[config.mk]
export PLATFORM = sky130hd
export DESIGN_NAME = cp0_reg
export DESIGN_NICKNAME = d
export VERILOG_FILES = /design/src/rtl/cp0_reg.sv
export SDC_FILE = /design/constraint.sdc
export NUM_CORES = 1
export LEC_CHECK = 0
export BUFFER_PORTS_ARGS = -buffer_cell sky130_fd_sc_hd__buf_2
export CAP_MARGIN = 20
export CORE_UTILIZATION = 30
export CTS_CLUSTER_DIAMETER = 30
export DETAILED_ROUTE_END_ITERATION = 8
export GPL_ROUTABILITY_DRIVEN = 1
export PLACE_DENSITY = 0.67
export SLEW_MARGIN = 40
export SYNTH_ARGS = -nofsm -noshare
export SYNTH_HDL_FRONTEND = slang
export SYNTH_SLANG_ARGS = --single-unit
[constraint.sdc]
create_clock -name clk -period 3.4 [get_ports clk]
set_input_delay 0.17 -clock clk [delete_from_list [all_inputs] [get_ports clk]]
set_output_delay 0.17 -clock clk [all_outputs]
set_load 0.02 [all_outputs]
[src/rtl/cp0_reg.sv]
// OpenMIPS CP0: Count/Compare, Status, Cause, EPC, PRId, Config.
// Build option CP0_TIMER_INT_EN enables the Compare-match timer interrupt.
module cp0_reg #(
  parameter logic [31:0] PRID_VALUE   = 32'h004C0102,
  parameter logic [31:0] CONFIG_VALUE = 32'h00008000,
  parameter logic [31:0] STATUS_RESET = 32'h10000000
) (
  input  logic        clk,
  input  logic        rst,
  input  logic        we_i,
  input  logic [4:0]  waddr_i,
  input  logic [31:0] data_i,
  input  logic [4:0]  raddr_i,
  input  logic [5:0]  int_i,
  input  logic [31:0] excepttype_i,
  input  logic [31:0] current_inst_addr_i,
  input  logic        is_in_delayslot_i,
  output logic [31:0] data_o,
  output logic [31:0] count_o,
  output logic [31:0] compare_o,
  output logic [31:0] status_o,
  output logic [31:0] cause_o,
  output logic [31:0] epc_o,
  output logic [31:0] config_o,
  output logic [31:0] prid_o,
  output logic        timer_int_o
);

  localparam logic [4:0] A_COUNT   = 5'd9;
  localparam logic [4:0] A_COMPARE = 5'd11;
  localparam logic [4:0] A_STATUS  = 5'd12;
  localparam logic [4:0] A_CAUSE   = 5'd13;
  localparam logic [4:0] A_EPC     = 5'd14;
  localparam logic [4:0] A_PRID    = 5'd15;
  localparam logic [4:0] A_CONFIG  = 5'd16;

  logic [31:0] count_q, count_d;
  logic [31:0] compare_q, compare_d;
  logic [31:0] status_q, status_d;
  logic [31:0] cause_q, cause_d;
  logic [31:0] epc_q, epc_d;
  logic        timer_q, timer_d;

  logic       exc_vld;
  logic       eret;
  logic [4:0] exc_code;
  logic       wr;

  always_comb begin
    exc_vld  = 1'b1;
    eret     = 1'b0;
    exc_code = 5'd0;
    unique case (excepttype_i)
      32'h1:   exc_code = 5'h00;
      32'h8:   exc_code = 5'h08;
      32'ha:   exc_code = 5'h0a;
      32'hd:   exc_code = 5'h0d;
      32'hc:   exc_code = 5'h0c;
      32'he:   eret     = 1'b1;
      default: exc_vld  = 1'b0;
    endcase
  end

  // any nonzero exception type suppresses the mtc0 of that cycle
  assign wr = we_i && (excepttype_i == 32'd0);

  always_comb begin
    count_d         = count_q + 32'd1;
    compare_d       = compare_q;
    status_d        = status_q;
    cause_d         = cause_q;
    epc_d           = epc_q;
    timer_d         = timer_q;
    cause_d[15:10]  = int_i;
    if (wr) begin
      unique case (waddr_i)
        A_COUNT:   count_d   = data_i;
        A_COMPARE: compare_d = data_i;
        A_STATUS:  status_d  = data_i;
        A_EPC:     epc_d     = data_i;
        A_CAUSE: begin
          cause_d[9:8]   = data_i[9:8];
          cause_d[23:22] = data_i[23:22];
        end
        default: ;
      endcase
    end
`ifdef CP0_TIMER_INT_EN
    if (compare_q != 32'd0 && count_q == compare_q)
      timer_d = 1'b1;
    if (wr && waddr_i == A_COMPARE)
      timer_d = 1'b0;
`else
    timer_d = 1'b0;
`endif
    if (exc_vld && !eret) begin
      if (!status_q[1]) begin
        epc_d = is_in_delayslot_i ?
                current_inst_addr_i - 32'd4 :
                current_inst_addr_i;
        cause_d[31] = is_in_delayslot_i;
      end
      status_d[1]  = 1'b1;
      cause_d[6:2] = exc_code;
    end else if (eret) begin
      status_d[1] = 1'b0;
    end
  end

  always_ff @(posedge clk) begin
    if (!rst) begin
      count_q   <= 32'd0;
      compare_q <= 32'd0;
      status_q  <= STATUS_RESET;
      cause_q   <= 32'd0;
      epc_q     <= 32'd0;
      timer_q   <= 1'b0;
    end else begin
      count_q   <= count_d;
      compare_q <= compare_d;
      status_q  <= status_d;
      cause_q   <= cause_d;
      epc_q     <= epc_d;
      timer_q   <= timer_d;
    end
  end

  assign count_o     = count_q;
  assign compare_o   = compare_q;
  assign status_o    = status_q;
  assign epc_o       = epc_q;
  assign config_o    = CONFIG_VALUE;
  assign prid_o      = PRID_VALUE;
  assign timer_int_o = timer_q;
`ifdef CP0_TIMER_INT_EN
  assign cause_o = cause_q | {16'd0, timer_q, 15'd0};
`else
  assign cause_o = cause_q;
`endif

  always_comb begin
    data_o = 32'd0;
    if (rst) begin
      unique case (raddr_i)
        A_COUNT:   data_o = count_o;
        A_COMPARE: data_o = compare_o;
        A_STATUS:  data_o = status_o;
        A_CAUSE:   data_o = cause_o;
        A_EPC:     data_o = epc_o;
        A_PRID:    data_o = prid_o;
        A_CONFIG:  data_o = config_o;
        default:   data_o = 32'd0;
      endcase
    end
  end

endmodule
==> results.py <==
metrics = {
    "synth": {
        "netlist.area_leader.share": 0.333,
        "ys_types": 69,
        "synth-seq-cells": 143,
        "synth_top_area_cell": "dfxtp_1",
        "synth-edff-count": 0,
        "synth_area_per_cell_sq_um": 7.98,
        "ys_async_sr_fraction": 0,
        "ys.flop_type": "dfxtp_1",
        "synthTopCellsByArea": "dfxtp_1, buf_4, nand2_1, mux2i_1, nor2_1",
        "synth_warnings": 0,
        "netlist_area_sq_um": 8590,
        "synth-seq-area-share": 0.333,
        "netlist_instances": 1076,
    },
    "floorplanning": {
        "die_h_um": 171,
        "num_rows": 61,
        "die_w_um": 171,
        "core_area_sq_um": 28000,
        "initial_core_util": 0.307,
        "ios": 373,
        "dieArea_sq_um": 29300,
    },
    "timing": {
        "hold_viol": 0,
        "worstMarginPinSlew_ns": 0.853,
        "drv_slew": 0,
        "period_share": 0.672,
        "setup_slack_ns": 1.11,
        "skew_ns": 0.0101,
        "max_freq_mhz": 438,
        "rsz0062_at_grt": "no",
        "report.final.setup_viol": 0,
        "setup_tns_ns": 0,
        "period_minus_slack_ns": 2.29,
        "slew_headroom": 0.426,
    },
    "cts": {
        "insertion_delay_ns": 0.42,
        "cts_tree": "built",
        "clock-sinks": 143,
        "path_clk_slew_ns": 0.07,
        "ctsRootBufferMaster": "clkbuf_16",
        "clk_path_buf_depth": 2,
        "cts_max_level": 4,
        "cts_made_buffers": 17,
        "post-cts-setup-buffer-count": 0,
    },
    "finish": {
        "ff_latch_area_sq_um": 2860,
        "drive_gt1_frac": 0.282,
        "multi_input_area_sq_um": 5030,
        "fillers": 2964,
        "finalNetCount": 1449,
        "final_cell_mix": "buf_2, nand2_1, dfxtp_1",
        "layout_commonest_cell": "buf_2",
        "syn_to_final_growth_pct": 24.1,
        "postLayoutCoreUtil": 0.381,
        "fin_area_sq_um": 10700,
        "final_cells": 1725,
    },
    "setup_path": {
        "path_delay_family": "simple AND/OR/NAND/NOR gates",
        "cp-startpoint": "count_o[2]$_SDFF_PN0_",
        "path_cells": "nand4_2 -> nor4_2 -> nand4_1 -> xor2_1 -> a21oi_1",
        "worstSetupPathType": "register to register",
        "crit_slowest_cell": "nor4_2",
        "worstReg2RegStart": "count_o[2]$_SDFF_PN0_",
        "path_buf_inv": 0,
        "crit_arrival_ns": 2.56,
        "startpoint_type": "register",
        "cp_slowest_stage_delay_ns": 0.76,
        "crit_fanout": 8,
        "critPathCaptureType": "register",
        "required_ns": 3.68,
    },
    "route": {
        "drc": 0,
        "vias": 9205,
        "drt-total-wl_um": 36000,
        "wl_per_cell_um": 20.9,
        "via_per_inst": 5.34,
        "antenna_left": 0,
        "detail_route.iter0.violations": 988,
        "firstDrtPassIters": 6,
    },
    "min_path": {
        "min_path_type": "input port to register",
        "hp-start": "data_i[30]",
    },
    "run": {
        "maxCapViolCount": 0,
    },
    "global_routing": {
        "grt_usage": 0.237,
        "grt_pass1_wl_um": 51600,
        "antenna_found_initial": 4,
        "gr-total-overflow": 0,
        "grt_max_degree": 63,
        "grt_pass1_vias": 8284,
    },
    "placed_design": {
        "dp_hpwl_um": 27100,
        "gp_congestion": 0.951,
        "dpl_worst_slack_ns": 0.884,
        "io_buffer_count": 290,
        "place_area_sq_um": 10000,
        "placed_cells": 1684,
    },
    "pwr": {
        "power.density_nw_per_um2": 372,
        "vdd.ir_drop.worst_uv": 310,
        "leakage_uw": 0.00436,
    },
    "status": {
        "status": "finished, final reports clean",
    },
}
==> tightest hold or removal path, stage by stage <==
cell and delay [ns]:
buf_2 0.13, nand2_1 0.06, a21oi_1 0.05
==> routing by layer <==
metal | vias to the layer above | wire length, um | GRT usage | part of all wire
li1 | 4244 | - | - | -
met2 | 530 | 16200 | 0.366 | 0.45
met5 | - | 10 | 0 | 0.00028
met3 | 55 | 3180 | 0.0515 | 0.088
met1 | 4374 | 15700 | 0.323 | 0.44
met4 | 2 | 942 | 0.0881 | 0.026
==> stage by stage <==
step	hold slack, ns	power [uW]
6_report	0.0358	3960
5_1_grt	0.0390	4100
4_1_cts	0.0170	3980
3_5_place_dp	0.382	2150
3_3_place_gp	0.381	2140
2_1_floorplan	0.294	2030
==> final timing paths <==
path | end | slack (ns) | depth (start not counted)
min | status_o[30]$_SDFFE_PN0P_ | 0.04 | 3
max reg2reg | count_o[31]$_SDFF_PN0_ | 1.11 | 5
max | count_o[31]$_SDFF_PN0_ | 1.11 | 5
min reg2reg | status_o[17]$_SDFFE_PN0P_ | 0.47 | 2
==> cells in the mapped netlist, types with 17 or more instances <==
library cell  count
dfxtp_1         143
nand2_1         143
nor2_1          102
buf_4            84
a21oi_1          74
clkbuf_1         64
mux2i_1          42
o21ai_0          35
nand3_1          29
nor3_1           25
a22o_1           22
nor4_1           22
xor2_1           22
xnor2_1          20
a22oi_1          19
a211oi_1         17
nand4_1          17
==> cells by family (layout without fill, tap and decap cells) <==
kind of cell | Yosys count | after routing | share of synthesized area
adder cells (fa/ha/maj) | 2 | 2 | 0.00291
AND/OR/NAND/NOR | 404 | 404 | 0.229
multiplexers | 57 | 57 | 0.0686
AO/OA/AOI/OAI | 256 | 256 | 0.205
other | 2 | 85 | 0.000874
buffers and inverters | 170 | 358 | 0.118
XOR/XNOR | 42 | 42 | 0.0428
flip-flops | 143 | 143 | 0.333
==> sequential cells by signal, indices dropped and copies added, names as in the netlist <==
signal,cells
cause_o,15
compare_o,32
count_o,32
epc_o,32
status_o,32
==> area by class of cell <==
type	instances	area share
clock inverter	15	0.0131
antenna	3	0.000704
inverter	7	0.00270
multi-input combinational	843	0.472
tap	378	0.0444
timing repair buffer	319	0.159
sequential	143	0.268
clock buffer	17	0.0399
==> what timing repair did <==
action / in CTS / in global routing
hold buffers: 6 / 0
resized for setup: 0 / 0
hold endpoints to repair: 6 / 0
==> power by group <==
group / switching [uW] / internal (uW)
clock: 868 / 975
combinational: 314 / 120
sequential: 7.68 / 1680
Power figures use the tool's default switching activity.
